[src/rtl/vga_timing_if.sv]
// ============================================================================
// Module  : vga_timing_if
// Purpose : Timing outputs of vga_timing_gen toward a renderer/display sink.
// Rev     : 1.0  initial release
// ============================================================================
`default_nettype none

interface vga_timing_if #(
    parameter int X_COORD_WIDTH = 10,
    parameter int Y_COORD_WIDTH = 10
);
    logic [X_COORD_WIDTH-1:0] x_px;
    logic [Y_COORD_WIDTH-1:0] y_px;
    logic                     activevideo;
    logic                     line_start;
    logic                     frame_start;
    logic [15:0]              frame_count;
    logic                     hsync_d;
    logic                     vsync_d;
    logic                     active_d;

    modport master (
        output x_px, y_px, activevideo, line_start, frame_start,
        output frame_count, hsync_d, vsync_d, active_d
    );

    modport slave (
        input x_px, y_px, activevideo, line_start, frame_start,
        input frame_count, hsync_d, vsync_d, active_d
    );
endinterface

`default_nettype wire

[src/rtl/vga_timing_gen.sv]
// ============================================================================
// Module  : vga_timing_gen
// Purpose : VGA raster counters, per-axis porch/sync phase FSMs and delayed syncs.
// Rev     : 1.0  initial release
// ============================================================================
`default_nettype none

module vga_timing_gen #(
    parameter int H_ACTIVE   = 640,
    parameter int H_FP       = 24,
    parameter int H_SYNC     = 40,
    parameter int H_BP       = 128,
    parameter int V_ACTIVE   = 480,
    parameter int V_FP       = 9,
    parameter int V_SYNC     = 3,
    parameter int V_BP       = 28,
    parameter bit H_SYNC_POL = 1'b0,
    parameter bit V_SYNC_POL = 1'b0,
    parameter int PIPE_DELAY = 2
) (
    input  wire logic px_clk,
    input  wire logic reset,
    vga_timing_if.master tmg
);
    localparam int H_TOTAL       = H_ACTIVE + H_FP + H_SYNC + H_BP;
    localparam int V_TOTAL       = V_ACTIVE + V_FP + V_SYNC + V_BP;
    localparam int X_COORD_WIDTH = $clog2(H_TOTAL);
    localparam int Y_COORD_WIDTH = $clog2(V_TOTAL);

    localparam logic [1:0] c_ph_active = 2'd0;
    localparam logic [1:0] c_ph_fp     = 2'd1;
    localparam logic [1:0] c_ph_sync   = 2'd2;
    localparam logic [1:0] c_ph_bp     = 2'd3;

    // Last index of each phase on each axis
    localparam logic [X_COORD_WIDTH-1:0] c_h_end_act  = X_COORD_WIDTH'(H_ACTIVE - 1);
    localparam logic [X_COORD_WIDTH-1:0] c_h_end_fp   = X_COORD_WIDTH'(H_ACTIVE + H_FP - 1);
    localparam logic [X_COORD_WIDTH-1:0] c_h_end_sync = X_COORD_WIDTH'(H_ACTIVE + H_FP + H_SYNC - 1);
    localparam logic [X_COORD_WIDTH-1:0] c_h_end_bp   = X_COORD_WIDTH'(H_TOTAL - 1);
    localparam logic [Y_COORD_WIDTH-1:0] c_v_end_act  = Y_COORD_WIDTH'(V_ACTIVE - 1);
    localparam logic [Y_COORD_WIDTH-1:0] c_v_end_fp   = Y_COORD_WIDTH'(V_ACTIVE + V_FP - 1);
    localparam logic [Y_COORD_WIDTH-1:0] c_v_end_sync = Y_COORD_WIDTH'(V_ACTIVE + V_FP + V_SYNC - 1);
    localparam logic [Y_COORD_WIDTH-1:0] c_v_end_bp   = Y_COORD_WIDTH'(V_TOTAL - 1);

    // Delay-stage bit order: {hsync, vsync, active}
    localparam logic [2:0] c_inactive = {~H_SYNC_POL, ~V_SYNC_POL, 1'b0};

    generate
        if (H_FP == 0 || H_SYNC == 0 || H_BP == 0 || V_FP == 0 || V_SYNC == 0 ||
            V_BP == 0 || PIPE_DELAY < 1 || PIPE_DELAY > 8) begin : g_bad_params
            $error("vga_timing_gen: zero porch/sync width or PIPE_DELAY outside 1..8");
        end
    endgenerate

    logic [X_COORD_WIDTH-1:0]  h_cnt_q, h_cnt_d;
    logic [Y_COORD_WIDTH-1:0]  v_cnt_q, v_cnt_d;
    logic [1:0]                hph_q, hph_d;
    logic [1:0]                vph_q, vph_d;
    logic [15:0]               frame_count_q, frame_count_d;
    logic                      act_q, act_d;
    logic                      line_start_q, line_start_d;
    logic                      frame_start_q, frame_start_d;
    logic                      hs_q, hs_d;
    logic                      vs_q, vs_d;
    logic [PIPE_DELAY-1:0][2:0] dly_q, dly_d;
    logic                      h_wrap;
    logic                      v_wrap;

    // State register
    always_ff @(posedge px_clk) begin
        if (reset) begin
            h_cnt_q       <= '0;
            v_cnt_q       <= '0;
            hph_q         <= c_ph_active;
            vph_q         <= c_ph_active;
            frame_count_q <= '0;
            act_q         <= 1'b1;
            line_start_q  <= 1'b1;
            frame_start_q <= 1'b1;
            hs_q          <= ~H_SYNC_POL;
            vs_q          <= ~V_SYNC_POL;
            dly_q         <= {PIPE_DELAY{c_inactive}};
        end else begin
            h_cnt_q       <= h_cnt_d;
            v_cnt_q       <= v_cnt_d;
            hph_q         <= hph_d;
            vph_q         <= vph_d;
            frame_count_q <= frame_count_d;
            act_q         <= act_d;
            line_start_q  <= line_start_d;
            frame_start_q <= frame_start_d;
            hs_q          <= hs_d;
            vs_q          <= vs_d;
            dly_q         <= dly_d;
        end
    end

    // Next state: counters and phase FSMs
    always_comb begin
        h_wrap  = (h_cnt_q == c_h_end_bp);
        v_wrap  = h_wrap && (v_cnt_q == c_v_end_bp);
        h_cnt_d = h_wrap ? '0 : h_cnt_q + X_COORD_WIDTH'(1);
        v_cnt_d = v_cnt_q;
        if (h_wrap) begin
            v_cnt_d = v_wrap ? '0 : v_cnt_q + Y_COORD_WIDTH'(1);
        end
        frame_count_d = v_wrap ? frame_count_q + 16'd1 : frame_count_q;

        hph_d = hph_q;
        case (hph_q)
            c_ph_active: if (h_cnt_q == c_h_end_act)  hph_d = c_ph_fp;
            c_ph_fp:     if (h_cnt_q == c_h_end_fp)   hph_d = c_ph_sync;
            c_ph_sync:   if (h_cnt_q == c_h_end_sync) hph_d = c_ph_bp;
            default:     if (h_wrap)                  hph_d = c_ph_active;
        endcase

        // The vertical axis only moves on the line wrap
        vph_d = vph_q;
        if (h_wrap) begin
            case (vph_q)
                c_ph_active: if (v_cnt_q == c_v_end_act)  vph_d = c_ph_fp;
                c_ph_fp:     if (v_cnt_q == c_v_end_fp)   vph_d = c_ph_sync;
                c_ph_sync:   if (v_cnt_q == c_v_end_sync) vph_d = c_ph_bp;
                default:     if (v_wrap)                  vph_d = c_ph_active;
            endcase
        end
    end

    // Outputs are decoded from next state so they line up with the counters
    always_comb begin
        act_d         = (hph_d == c_ph_active) && (vph_d == c_ph_active);
        line_start_d  = (h_cnt_d == '0);
        frame_start_d = (h_cnt_d == '0) && (v_cnt_d == '0);
        hs_d          = (hph_d == c_ph_sync) ? H_SYNC_POL : ~H_SYNC_POL;
        vs_d          = (vph_d == c_ph_sync) ? V_SYNC_POL : ~V_SYNC_POL;

        dly_d    = dly_q;
        dly_d[0] = {hs_q, vs_q, act_q};
        for (int i = 1; i < PIPE_DELAY; i++) begin
            dly_d[i] = dly_q[i-1];
        end
    end

    assign tmg.x_px        = h_cnt_q;
    assign tmg.y_px        = v_cnt_q;
    assign tmg.activevideo = act_q;
    assign tmg.line_start  = line_start_q;
    assign tmg.frame_start = frame_start_q;
    assign tmg.frame_count = frame_count_q;
    assign tmg.hsync_d     = dly_q[PIPE_DELAY-1][2];
    assign tmg.vsync_d     = dly_q[PIPE_DELAY-1][1];
    assign tmg.active_d    = dly_q[PIPE_DELAY-1][0];

endmodule

`default_nettype wire

[src/flat_wrapper.sv]
// flat-port wrapper written by rule: the top's interface ports become plain ports
module vga_timing_gen_flat 
#(
    parameter int H_ACTIVE   = 640,
    parameter int H_FP       = 24,
    parameter int H_SYNC     = 40,
    parameter int H_BP       = 128,
    parameter int V_ACTIVE   = 480,
    parameter int V_FP       = 9,
    parameter int V_SYNC     = 3,
    parameter int V_BP       = 28,
    parameter bit H_SYNC_POL = 1'b0,
    parameter bit V_SYNC_POL = 1'b0,
    parameter int PIPE_DELAY = 2
)
  (px_clk, reset, tmg_x_px, tmg_y_px, tmg_activevideo, tmg_line_start, tmg_frame_start, tmg_frame_count, tmg_hsync_d, tmg_vsync_d, tmg_active_d);
  vga_timing_if tmg_i ();
  input  wire logic px_clk;
  input  wire logic reset;
  output wire logic [$bits(tmg_i.x_px)-1:0] tmg_x_px;
  output wire logic [$bits(tmg_i.y_px)-1:0] tmg_y_px;
  output wire logic [$bits(tmg_i.activevideo)-1:0] tmg_activevideo;
  output wire logic [$bits(tmg_i.line_start)-1:0] tmg_line_start;
  output wire logic [$bits(tmg_i.frame_start)-1:0] tmg_frame_start;
  output wire logic [$bits(tmg_i.frame_count)-1:0] tmg_frame_count;
  output wire logic [$bits(tmg_i.hsync_d)-1:0] tmg_hsync_d;
  output wire logic [$bits(tmg_i.vsync_d)-1:0] tmg_vsync_d;
  output wire logic [$bits(tmg_i.active_d)-1:0] tmg_active_d;
  assign tmg_x_px = tmg_i.x_px;
  assign tmg_y_px = tmg_i.y_px;
  assign tmg_activevideo = tmg_i.activevideo;
  assign tmg_line_start = tmg_i.line_start;
  assign tmg_frame_start = tmg_i.frame_start;
  assign tmg_frame_count = tmg_i.frame_count;
  assign tmg_hsync_d = tmg_i.hsync_d;
  assign tmg_vsync_d = tmg_i.vsync_d;
  assign tmg_active_d = tmg_i.active_d;
  vga_timing_gen #(.H_ACTIVE(H_ACTIVE), .H_FP(H_FP), .H_SYNC(H_SYNC), .H_BP(H_BP), .V_ACTIVE(V_ACTIVE), .V_FP(V_FP), .V_SYNC(V_SYNC), .V_BP(V_BP), .H_SYNC_POL(H_SYNC_POL), .V_SYNC_POL(V_SYNC_POL), .PIPE_DELAY(PIPE_DELAY)) u_core (.px_clk(px_clk), .reset(reset), .tmg(tmg_i));
endmodule
[config.mk]
export PLATFORM = sky130hd
export DESIGN_NAME = vga_timing_gen_flat
export DESIGN_NICKNAME = d
export VERILOG_FILES = /design/src/rtl/vga_timing_if.sv /design/src/rtl/vga_timing_gen.sv /design/src/flat_wrapper.sv
export SDC_FILE = /design/constraint.sdc
export NUM_CORES = 1
export LEC_CHECK = 0
export ABC_CLOCK_PERIOD_IN_PS = 2550
export BUFFER_PORTS_ARGS = -buffer_cell sky130_fd_sc_hd__buf_2
export CORE_UTILIZATION = 45
export CTS_BUF_LIST = sky130_fd_sc_hd__clkbuf_8
export CTS_CLUSTER_SIZE = 30
export DETAILED_ROUTE_END_ITERATION = 8
export PLACE_DENSITY = 0.75
export SLEW_MARGIN = 20
export SYNTH_ARGS = -nofsm -noshare
export SYNTH_HDL_FRONTEND = slang
export SYNTH_SLANG_ARGS = --single-unit
[constraint.sdc]
create_clock -name px_clk -period 2.55 [get_ports px_clk]
set_input_delay 0.3825 -clock px_clk [delete_from_list [all_inputs] [get_ports px_clk]]
set_output_delay 0.3825 -clock px_clk [all_outputs]
set_load 0.005 [all_outputs]
=== Word-level counts from Yosys, hierarchy flattened ===
Index checks and enable logic that the tools add are counted.

* Register bits: 51
* Bits of input ports: 2

* Mux-type cells: 16
* Add/subtract/negate cells: 3
* Eq/ne operators: 14
* Reduce and logical (&&, ||, !) cells: 9

{| class="wikitable"
|+ Operator list
! kind !! count
|-
| 10-bit == test (second input constant) || 5
|-
| 10-bit by 9-bit == test with 1-bit output (second input constant) || 3
|-
| 10-bit 2-to-1 mux || 3
|-
| 10-bit by 1-bit adder with 10-bit output (second input constant) || 2
|-
| 10-bit zero test || 2
|-
| 2-bit 2-to-1 mux || 9
|-
| 16-bit by 1-bit adder with 16-bit output (second input constant) || 1
|-
| 2-bit case mux with 3 select lines || 2
|-
| 2-bit == test (second input constant) || 4
|-
| 2-bit zero test || 4
|-
| 2-bit by 1-bit == test with 1-bit output (second input constant) || 2
|-
| 1-bit logical AND || 3
|-
| 1-bit 2-to-1 mux || 2
|}

=== Logic depth before layout (Yosys ltp) ===
Gate-level depths: netlist of the first run.

* Word-level depth: 7
* Depth in mapped cells: 10
* Mapped depth without buffers: 7

=== Worst setup path after synthesis of the first run ===
OpenSTA, ideal clock, no wires.

* Kind: flip-flop to flip-flop
* Start point: register u_core.h_cnt_q[2], in the netlist u_core.tmg.x_px[2]
* End point: register u_core.vs_q
* Setup slack: 0.386 ns
* Cell stages (with the launch flop): 9
* Arrival: 2.037 ns
* Required time: 2.423 ns
* Path buffers: 2
* Cell sequence: dfxtp_1 > buf_2 > and4_1 > buf_4 > nand3_4 > or3_1 > a22o_1 > a21oi_2 > or3b_1

* Cells in the longest elaborated chain, start to end: 7

{| class="wikitable"
|+ RTL lines
! what !! line !! RTL
|-
| start: declaration || vga_timing_gen.sv:55 || <nowiki>logic [X_COORD_WIDTH-1:0] h_cnt_q, h_cnt_d;</nowiki>
|-
| start signal: assignment || vga_timing_gen.sv:84 || <nowiki>h_cnt_q <= h_cnt_d;</nowiki>
|-
| 10-bit == test * || vga_timing_gen.sv:100 || <nowiki>h_wrap = (h_cnt_q == c_h_end_bp);</nowiki>
|-
| 1-bit logical AND || vga_timing_gen.sv:101 || <nowiki>v_wrap = h_wrap && (v_cnt_q == c_v_end_bp);</nowiki>
|-
| 2-bit 2-to-1 mux || vga_timing_gen.sv:124 || <nowiki>default: if (v_wrap) vph_d = c_ph_active;</nowiki>
|-
| 2-bit case mux with 3 select lines || vga_timing_gen.sv:120 || <nowiki>case (vph_q)</nowiki>
|-
| 2-bit 2-to-1 mux * || vga_timing_gen.sv:119 || <nowiki>if (h_wrap) begin</nowiki>
|-
| 2-bit == test * || vga_timing_gen.sv:135 || <nowiki>vs_d = (vph_d == c_ph_sync) ? V_SYNC_POL : ~V_SYNC_POL;</nowiki>
|-
| 1-bit 2-to-1 mux * || vga_timing_gen.sv:135 ||
|-
| end signal: assignment || vga_timing_gen.sv:81 || <nowiki>vs_q <= ~V_SYNC_POL;</nowiki>
|-
| end signal: assignment || vga_timing_gen.sv:93 || <nowiki>vs_q <= vs_d;</nowiki>
|-
| end: declaration || vga_timing_gen.sv:64 || <nowiki>logic vs_q, vs_d;</nowiki>
|}

Every way passes the cells marked *; elsewhere a longest branch is shown, timed or not.
A chain may end at the register's enable or synchronous reset.

=== Worst setup path after layout of the first run ===
* Start point: register u_core.v_cnt_q[0], in the netlist u_core.tmg.y_px[0]
* End point: register u_core.frame_count_q[13], in the netlist u_core.tmg.frame_count[13]

* Cells in the longest elaborated chain, start to end: 2

{| class="wikitable"
|+ RTL lines
! what !! line !! RTL
|-
| start: declaration || vga_timing_gen.sv:56 || <nowiki>logic [Y_COORD_WIDTH-1:0] v_cnt_q, v_cnt_d;</nowiki>
|-
| start signal: assignment || vga_timing_gen.sv:85 || <nowiki>v_cnt_q <= v_cnt_d;</nowiki>
|-
| 10-bit == test || vga_timing_gen.sv:101 ||
|-
| 1-bit logical AND || vga_timing_gen.sv:101 ||
|-
| end signal: assignment || vga_timing_gen.sv:88 || <nowiki>frame_count_q <= frame_count_d;</nowiki>
|-
| end: declaration || vga_timing_gen.sv:59 || <nowiki>logic [15:0] frame_count_q, frame_count_d;</nowiki>
|}

Every way passes these cells.

==> impl_metrics.yaml, run 1 <==
status:
  status: "completed"
sta:
  setup_ws_ns: 0.2756
  tightest_slew_ns: 0.5271
  slew_viol_final: 0
  setup_viol: 0
  hold_violations: 0
  finalSetupTns_ns: 0
  fin_skew_ns: 0.01083
  min_period_over_period_pct: 89.19
  period_minus_slack_ns: 2.274
  relSlewSlack_pct: 64.57
  fmax_mhz: 439.7
  grt_setup_unrepaired: "no"
routing:
  wl_per_cell_um: 13.57
  drc: 0
  drt_iter0_drc: 160
  antenna_left: 0
  first_pass_iters: 4
  wirelength_mm: 5.687
  vias: 2313
  vias_per_cell: 5.520
grt:
  grt_first_pass_wirelength_mm: 9.370
  overflow: 0
  met3_usage_pct: 3.176
  grt_max_degree: 31
  use_met1_pct: 25.24
  grt_use_total_pct: 19.23
  grt.busiest_layer: "met2"
  grt_pass1_vias: 2035
  antenna_found_initial: 0
  use_met2_pct: 32.12
synth:
  synthCells: 307
  syn_nets: 314
  syn_area_per_cell_um2: 8.326
  synthDistinctLibCells: 52
  ys.warnings.count: 0
  ys.flop_type: "dfxtp_1"
  synth_seq_area_share_pct: 39.94
  ys_seq_elements: 51
  synthArstFlopShare_pct: 0
  synth-edff-count: 0
  synth_area_mm2: 0.002556
cts:
  cts_hold_buf: 0
  insertion_delay_ns: 0.30
  post-cts-setup-buffers: 0
  numCtsBuffers: 5
  cts_tree: "yes"
  clock_path_buffers: 2
  cts-root-buf: "clkbuf_8"
  cts.sinks: 51
  cts.htree.levels: 2
  path_clk_slew_ns: 0.10
  ctsResizeCount: 0
placed_design:
  globalplace.congestion: 0.8963
  io_buffers: 43
  hpwl_mm: 3.901
  dpl_cell_area_mm2: 0.002853
  preCtsSetupSlack_ns: 0.3194
run:
  cap_violations: 0
finish:
  mostFrequentLayoutCells: "dfxtp_1 (51), buf_2 (43), nor2_1 (39), nand2_1 (24), xor2_1 (21)"
  syn_to_final_growth_pct: 15.32
  design_area_mm2: 0.002948
  fill_cells: 535
  final_common_cell: "dfxtp_1"
  drive_gt1_share_pct: 21.04
  fin_nets: 353
  diodes: 0
  utilization_pct: 53.53
hold_path:
  hold_path.class: "flop to flop"
  min_path_cells: 1
floorplanning:
  core-area_mm2: 0.005507
  io-pin-count: 44
  initial_utilization_pct: 46.42
  die_area_mm2: 0.005986
  die-height_um: 77.37
  row_count: 27
  dieWidth_um: 77.37
setup_path:
  critPathMaxFanout: 10
  crit_type: "flop to flop"
  required_ns: 2.74
  startpoint_type: "flop"
  cp-end-kind: "flop"
  arrival_ns: 2.47
  reg2reg_depth: 8
power_and_ir_drop:
  powerDensity_mw_per_mm2: 456.3
  p_leak_uw: 0.001210
  vdd_drop_max_uv: 220.4
==> cells in the mapped netlist (all sizes together), types with 4 or more instances <==
cell type,instances,area [um2]
o21ai,7,35.03
xnor2,9,78.83
ha,5,62.56
inv,6,22.52
buf,8,41.29
nor3b,7,52.55
xor2,21,183.9
or3,4,25.02
and4,4,35.03
nand2,24,90.09
a21oi,16,83.83
clkbuf,15,57.55
or2,5,31.28
nor2,39,146.4
nor3,9,45.04
nand3,16,92.59
dfxtp,51,1021
and3,9,56.30
nand4,13,81.33
nor2b,6,37.54
==> flip-flops by register name, indices dropped and copies added, names as in the netlist <==
signal,count
u_core.tmg.y_px,10
u_core.tmg.hsync_d,1
u_core.tmg.line_start,1
u_core.tmg.vsync_d,1
u_core.vs_q,1
u_core.tmg.x_px,10
u_core.tmg.active_d,1
u_core.hs_q,1
u_core.tmg.activevideo,1
u_core.tmg.frame_count,16
u_core.vph_q,2
u_core.tmg.frame_start,1
u_core.dly_d,3
u_core.hph_q,2
==> where the power goes <==
| part | switching (uW) | leakage [uW] | total [uW] | internal (uW) |
|---|---|---|---|---|
| clock | 290 | 0.0000491 | 493 | 203 |
| sequential | 8.96 | 0.000413 | 813 | 804 |
| combinational | 23.9 | 0.000748 | 39.5 | 15.6 |
==> cell families (layout without fill, tap and decap cells) <==
group	after synthesis	count (layout)	synth area share (%)
AND/OR/NAND/NOR	150	150	31.86
flip-flops	51	51	39.94
AO/OA/AOI/OAI	42	42	10.72
XOR/XNOR	30	30	10.28
buffers and inverters	29	69	4.748
adder cells (fa/ha/maj)	5	5	2.447
==> metal layers <==
metal / up-vias / share of wire (%)
li1: 1144 / -
met1: 1112 / 48
met2: 49 / 48
met3: 8 / 3.2
met4: 0 / 1.6
met5: - / 0
==> metrics by stage <==
| stage | total power, uW | hold slack, ns | instances |
|---|---|---|---|
| after floorplan | 856.3 | 0.3895 | 307 |
| after global placement | 869.4 | 0.3901 | 411 |
| after detailed placement | 871.4 | 0.3988 | 411 |
| after CTS | 1356 | 0.4247 | 419 |
| after global routing | 1391 | 0.4408 | 419 |
| final | 1345 | 0.4205 | 419 |
==> worst max-delay path, stage by stage (launching register included) <==
cell and delay [ns]:
dfxtp_1 0.49, ha_1 0.26, and4bb_2 0.25, nand4_1 0.09, buf_4 0.19, nor4_2 0.51, nand4_1 0.18, xor2_1 0.16
nor2_1 0.05
==> path summary, 6_finish.rpt <==
check                     start                         end  slack [ns]
max          u_core.tmg.y_px[0]  u_core.tmg.frame_count[13]        0.28
min             u_core.dly_d[4]          u_core.tmg.vsync_d        0.42
max reg2reg  u_core.tmg.y_px[0]  u_core.tmg.frame_count[13]        0.28
min reg2reg     u_core.dly_d[4]          u_core.tmg.vsync_d        0.42
==> area by class of cell <==
| class | instances | area [um2] | area share, % |
|---|---|---|---|
| Sequential cell | 51 | 1021 | 34.63 |
| Clock inverter | 3 | 26.28 | 0.8913 |
| Clock buffer | 5 | 68.82 | 2.334 |
| Tap cell | 72 | 90.09 | 3.056 |
| Timing Repair Buffer | 55 | 305.3 | 10.36 |
| Inverter | 6 | 22.52 | 0.7640 |
| Multi-Input combinational cell | 227 | 1414 | 47.96 |
No activity file was read; power rests on OpenSTA's default activity.
==> inputs of run 2 (changes only) <==
- ABC_AREA: not set -> 1
==> impl_metrics.yaml, run 2 <==
status:
  status: "completed"
power_and_ir_drop:
  powerDensity_mw_per_mm2: 413.0
  vdd_drop_max_uv: 336.0
  p_leak_uw: 0.001413
synth:
  synth_seq_area_share_pct: 37.26
  yosys-top-cells-count: "nand2_1 (107), nor2_1 (55), dfxtp_1 (51)"
  synthCells: 412
  synthArstFlopShare_pct: 0
  synthDistinctLibCells: 34
  synth.top_cell.area_share_pct: 37.26
  ys_seq_elements: 51
  synthTopCellsByArea: "dfxtp_1 (37%), nand2_1 (15%), nor2_1 (7.5%)"
  ys.warnings.count: 0
  syn_area_per_cell_um2: 6.651
  syn_nets: 419
  synth_area_mm2: 0.002740
  ys.flop_type: "dfxtp_1"
  synth-edff-count: 0
  yosys.area.top_type: "dfxtp_1"
  yosysMostFrequentCell: "nand2_1"
routing:
  first_pass_iters: 6
  drc: 0
  vias_per_cell: 5.121
  drt_iter0_drc: 188
  wirelength_mm: 6.086
  antenna_left: 0
  vias: 2699
  wl_per_cell_um: 11.55
sta:
  setup_ws_ns: 0.4576
  fin_hold_ws_ns: 0.4053
  hold_violations: 0
  period_minus_slack_ns: 2.092
  setup_viol: 0
  relSlewSlack_pct: 53.40
  finalSetupTns_ns: 0
  tightest_slew_ns: 0.6990
  fin_skew_ns: 0.005107
  fmax_mhz: 477.9
  min_period_over_period_pct: 82.05
  slew_viol_final: 0
  grt_setup_unrepaired: "no"
cts:
  path_clk_slew_ns: 0.09
  cts-root-buf: "clkbuf_8"
  numCtsBuffers: 5
  post-cts-setup-buffers: 0
  cts.htree.levels: 2
  insertion_delay_ns: 0.29
  cts.sinks: 51
  clock_path_buffers: 2
  ctsResizeCount: 0
  cts_hold_buf: 0
  cts_tree: "yes"
floorplanning:
  row_count: 28
  dieWidth_um: 80.04
  initial_utilization_pct: 46.56
  die_area_mm2: 0.006406
  core-area_mm2: 0.005886
  die-height_um: 80.04
  io-pin-count: 44
finish:
  mostFrequentLayoutCells: "nand2_1 (107), nor2_1 (55), dfxtp_1 (51), inv_1 (50), buf_2 (43)"
  largest_reg_flops: 16
  drive_gt1_share_pct: 16.59
  syn_to_final_growth_pct: 12.37
  fin_nets: 460
  diodes: 0
  utilization_pct: 52.32
  final_common_cell: "nand2_1"
setup_path:
  required_ns: 2.73
  reg2reg_depth: 12
  crit_type: "flop to flop"
  r2r_start: "u_core.tmg.x_px[1]"
  reg2reg_setup_slack_ns: 0.46
  timing.rr.end: "u_core.tmg.frame_start"
  arrival_ns: 2.27
  startpoint_type: "flop"
  critPathMaxFanout: 12
  cp-startpoint: "u_core.tmg.x_px[1]"
  cp-end-kind: "flop"
placed_design:
  preCtsSetupSlack_ns: 0.4827
  globalplace.congestion: 0.8722
  io_buffers: 43
  hpwl_mm: 4.443
hold_path:
  hold_path.class: "flop to flop"
  min_path_cells: 2
  hold_path_end: "u_core.tmg.active_d"
  min_from: "u_core.dly_d[3]"
grt:
  overflow: 0
  grt_pass1_vias: 2333
  grt_max_degree: 39
  grt_use_total_pct: 20.44
  antenna_found_initial: 0
  grt_first_pass_wirelength_mm: 10.44
run:
  cap_violations: 0
[run 2: cell count changes in the layout (fill, tap and decap cells not counted), sizes merged, moves of 7 or more]
cell   previous run  this run
xnor2             9         2
xor2             21         2
nor3              9        17
buf              55        44
nand2            24       109
inv               8        54
nand3            16        43
nor2             39        62
and3              9         0
[run 2: how the worst max path moves through the flow]
stage / endpoint / cells past startpoint
global route: u_core.tmg.frame_start / 12
floorplan: u_core.tmg.frame_start / 13
global placement: u_core.tmg.frame_start / 12
detailed placement: u_core.tmg.frame_start / 12
finish: u_core.tmg.frame_start / 12
CTS: u_core.tmg.frame_start / 12
[run 2: cells by family (layout without fill, tap and decap cells)]
group	count (synthesis)	in the layout	share of synthesized area, %
compound gates	36	36	6.804
simple gates	253	253	43.29
fa+ha+maj	5	5	2.283
xor+xnor	4	4	1.279
buf+inv	63	103	9.087
flops	51	51	37.26
[run 2: per-layer routing]
layer / wire [um] / vias to the layer above / global-route usage, % / part of all wire [%]
met5: 0 / - / 0 / 0
met4: 45 / 0 / 5.893 / 0.74
met3: 322 / 2 / 3.886 / 5.3
met2: 2669 / 86 / 32.31 / 44
met1: 3049 / 1213 / 28.10 / 50
li1: - / 1398 / - / -
[run 2: report_power, final]
part / switching [uW] / internal (uW)
logic: 28.5 / 13.6
registers: 6.36 / 803
clock network: 240 / 180
total: 275 / 996
[run 2: final cells by class]
type                       instances  area (um2)
clock buffer                       5       68.82
clock inverter                     1       3.754
fill                             606        2806
inverter                          53       198.9
multi-input combinational        298        1470
sequential                        51        1021
tap                               75       93.84
timing repair buffer              44       222.7
[run 2: critical path, cell delays in order (launching register included)]
cell and delay (ns):
dfxtp_1 0.40, ha_1 0.27, nand2_1 0.12, nor2_1 0.15
nand2_1 0.10, nor2_2 0.40, nand3_1 0.18, nand2_1 0.10
nor2_1 0.05, nand2_1 0.07, nor2_1 0.04, nand3_1 0.05
nand2_1 0.05
[run 2: through the flow]
| step | std cells | power [uW] | instance area [um2] |
|---|---|---|---|
| 2_1_floorplan | 412 | 854.1 | 2740 |
| 6_report | 527 | 1272 | 3079 |
| 3_3_place_gp | 521 | 871.0 | 3007 |
| 4_1_cts | 527 | 1286 | 3079 |
| 3_5_place_dp | 521 | 871.0 | 3007 |
| 5_1_grt | 527 | 1320 | 3079 |
==> inputs of run 3 (changes only) <==
- ABC_CLOCK_PERIOD_IN_PS: 2550 -> 1800
- PLACE_DENSITY: 0.75 -> 0.77
- clock period: 2.55 -> 1.8 ns (I/O delays scaled with it)
==> impl_metrics.yaml, run 3 (same netlist as run 2, synthesis figures left out) <==
status:
  status: "completed"
setup_path:
  required_ns: 2.05
  arrival_ns: 1.99
  crit_type: "flop to flop"
  cp-end-kind: "flop"
  startpoint_type: "flop"
  critPathMaxFanout: 6
finish:
  largest_reg_flops: 16
  drive_gt1_share_pct: 24.58
  syn_to_final_growth_pct: 25.02
  mostFrequentLayoutCells: "nand2_1 (106), nor2_1 (52), inv_1 (49), dfxtp_1 (46), buf_2 (43)"
  design_area_mm2: 0.003426
  utilization_pct: 58.21
  diodes: 0
  fill_cells: 549
  fin_nets: 486
  multi_input_area_mm2: 0.001559
  regArea_mm2: 0.001027
  final_common_cell: "nand2_1"
cts:
  cts-root-buf: "clkbuf_8"
  path_clk_slew_ns: 0.09
  numCtsBuffers: 5
  insertion_delay_ns: 0.32
  cts.htree.levels: 2
  cts_hold_buf: 0
  clock_path_buffers: 2
  cts_tree: "yes"
  cts.sinks: 51
sta:
  fin_skew_ns: 0.01416
  finalSetupTns_ns: 0
  tightest_slew_ns: 0.4618
  min_period_over_period_pct: 96.36
  setup_viol: 0
  hold_violations: 0
  fmax_mhz: 576.5
  slew_viol_final: 0
  period_minus_slack_ns: 1.734
  grt_setup_unrepaired: "yes"
  relSlewSlack_pct: 69.18
run:
  cap_violations: 0
power_and_ir_drop:
  switching_share_pct: 22.64
  vdd_drop_max_uv: 294.7
  p_switching_uw: 464.5
  p_comb_share_pct: 3.5
  p_leak_uw: 0.001567
  powerDensity_mw_per_mm2: 599.0
  p_seq_share_pct: 56.0
  p_clk_share_pct: 40.5
  p_int_uw: 1587
floorplanning:
  core-area_mm2: 0.005886
  die-height_um: 80.04
  initial_utilization_pct: 46.56
  row_count: 28
  io-pin-count: 44
  die_area_mm2: 0.006406
  dieWidth_um: 80.04
grt:
  use_met2_pct: 32.99
  met3_usage_pct: 6.171
  grt_first_pass_wirelength_mm: 10.91
  use_met1_pct: 29.08
  grt_use_total_pct: 21.75
  grt_max_degree: 29
  grt.busiest_layer: "met2"
  antenna_found_initial: 0
  overflow: 0
  grt_pass1_vias: 2411
placed_design:
  dpl_cell_area_mm2: 0.003154
  hpwl_mm: 4.883
  io_buffers: 43
  globalplace.congestion: 0.8936
routing:
  antenna_left: 0
  drt_iter0_drc: 177
  wirelength_mm: 6.803
  vias_per_cell: 5.211
  vias: 2892
  wl_per_cell_um: 12.26
  drc: 0
  first_pass_iters: 6
hold_path:
  hold_path.class: "input pin to flop"
-- run 3: cell count changes in the layout (fill, tap and decap cells not counted), sizes merged --
cell    before  now
buf         44   69
bufinv       0    1
clkinv       0    1
nand2      109  110
-- run 3: final cells by class --
class | count | area share, %
repair buffers | 69 | 12.56
clock buffers | 5 | 2.009
flip-flops and latches | 51 | 29.99
multi-input cells | 299 | 45.51
well taps | 75 | 2.739
inverters | 53 | 5.807
clock inverters | 3 | 1.388
-- run 3: per-layer routing --
metal  vias to the layer above  share of wire (%)
met3                        16                7.1
met2                       111                 46
met4                         0                2.0
met1                      1309                 45
li1                       1456                  -
met5                         -                  0
-- run 3: worst paths after layout --
kind                             to  cells after the start               start  slack [ns]
max          u_core.tmg.frame_start                     12  u_core.tmg.x_px[1]        0.07
min              u_core.tmg.x_px[4]                      2               reset        0.26
max reg2reg  u_core.tmg.frame_start                     12  u_core.tmg.x_px[1]        0.07
min reg2reg         u_core.dly_d[5]                      1         u_core.hs_q        0.42
-- run 3: power by group through the flow --
| stage | clock (uW) | combinational, uW | sequential [uW] |
|---|---|---|---|
| global route | 881 | 79.2 | 1150 |
| floorplan | 0 | 34.7 | 1180 |
| CTS | 838 | 69.2 | 1150 |
| finish | 832 | 71.8 | 1150 |
| global placement | 0 | 68.1 | 1170 |
| detailed placement | 0 | 68.8 | 1170 |
-- run 3: timing repair --
item / CTS / global route
gates resized for setup: 0 / 23
buffers inserted: 0 / 7
setup endpoints to repair: 0 / 14
-- run 3: through the flow --
stage          power (uW)  std cells  hold WS (ns)  setup slack (ns)
2_1_floorplan        1210        412        0.3883           0.01346
5_1_grt              2110        555        0.2774          -0.02808
6_report             2052        555        0.2591           0.06552
3_3_place_gp         1239        539        0.3923           0.09539
4_1_cts              2053        547        0.2530          0.005092
3_5_place_dp         1241        539        0.3936           0.02289
-- run 3: worst max-delay path, cell delays in order, from the launching register on --
cell     delay [ns]
dfxtp_2        0.36
ha_4           0.17
nand3_4        0.10
nor2_4         0.23
buf_6          0.14
nand2_4        0.06
nand3_1        0.12
nand2_1        0.06
nor2_1         0.12
nand2_1        0.08
nor2_1         0.10
nand3_1        0.08
nand2_1        0.05
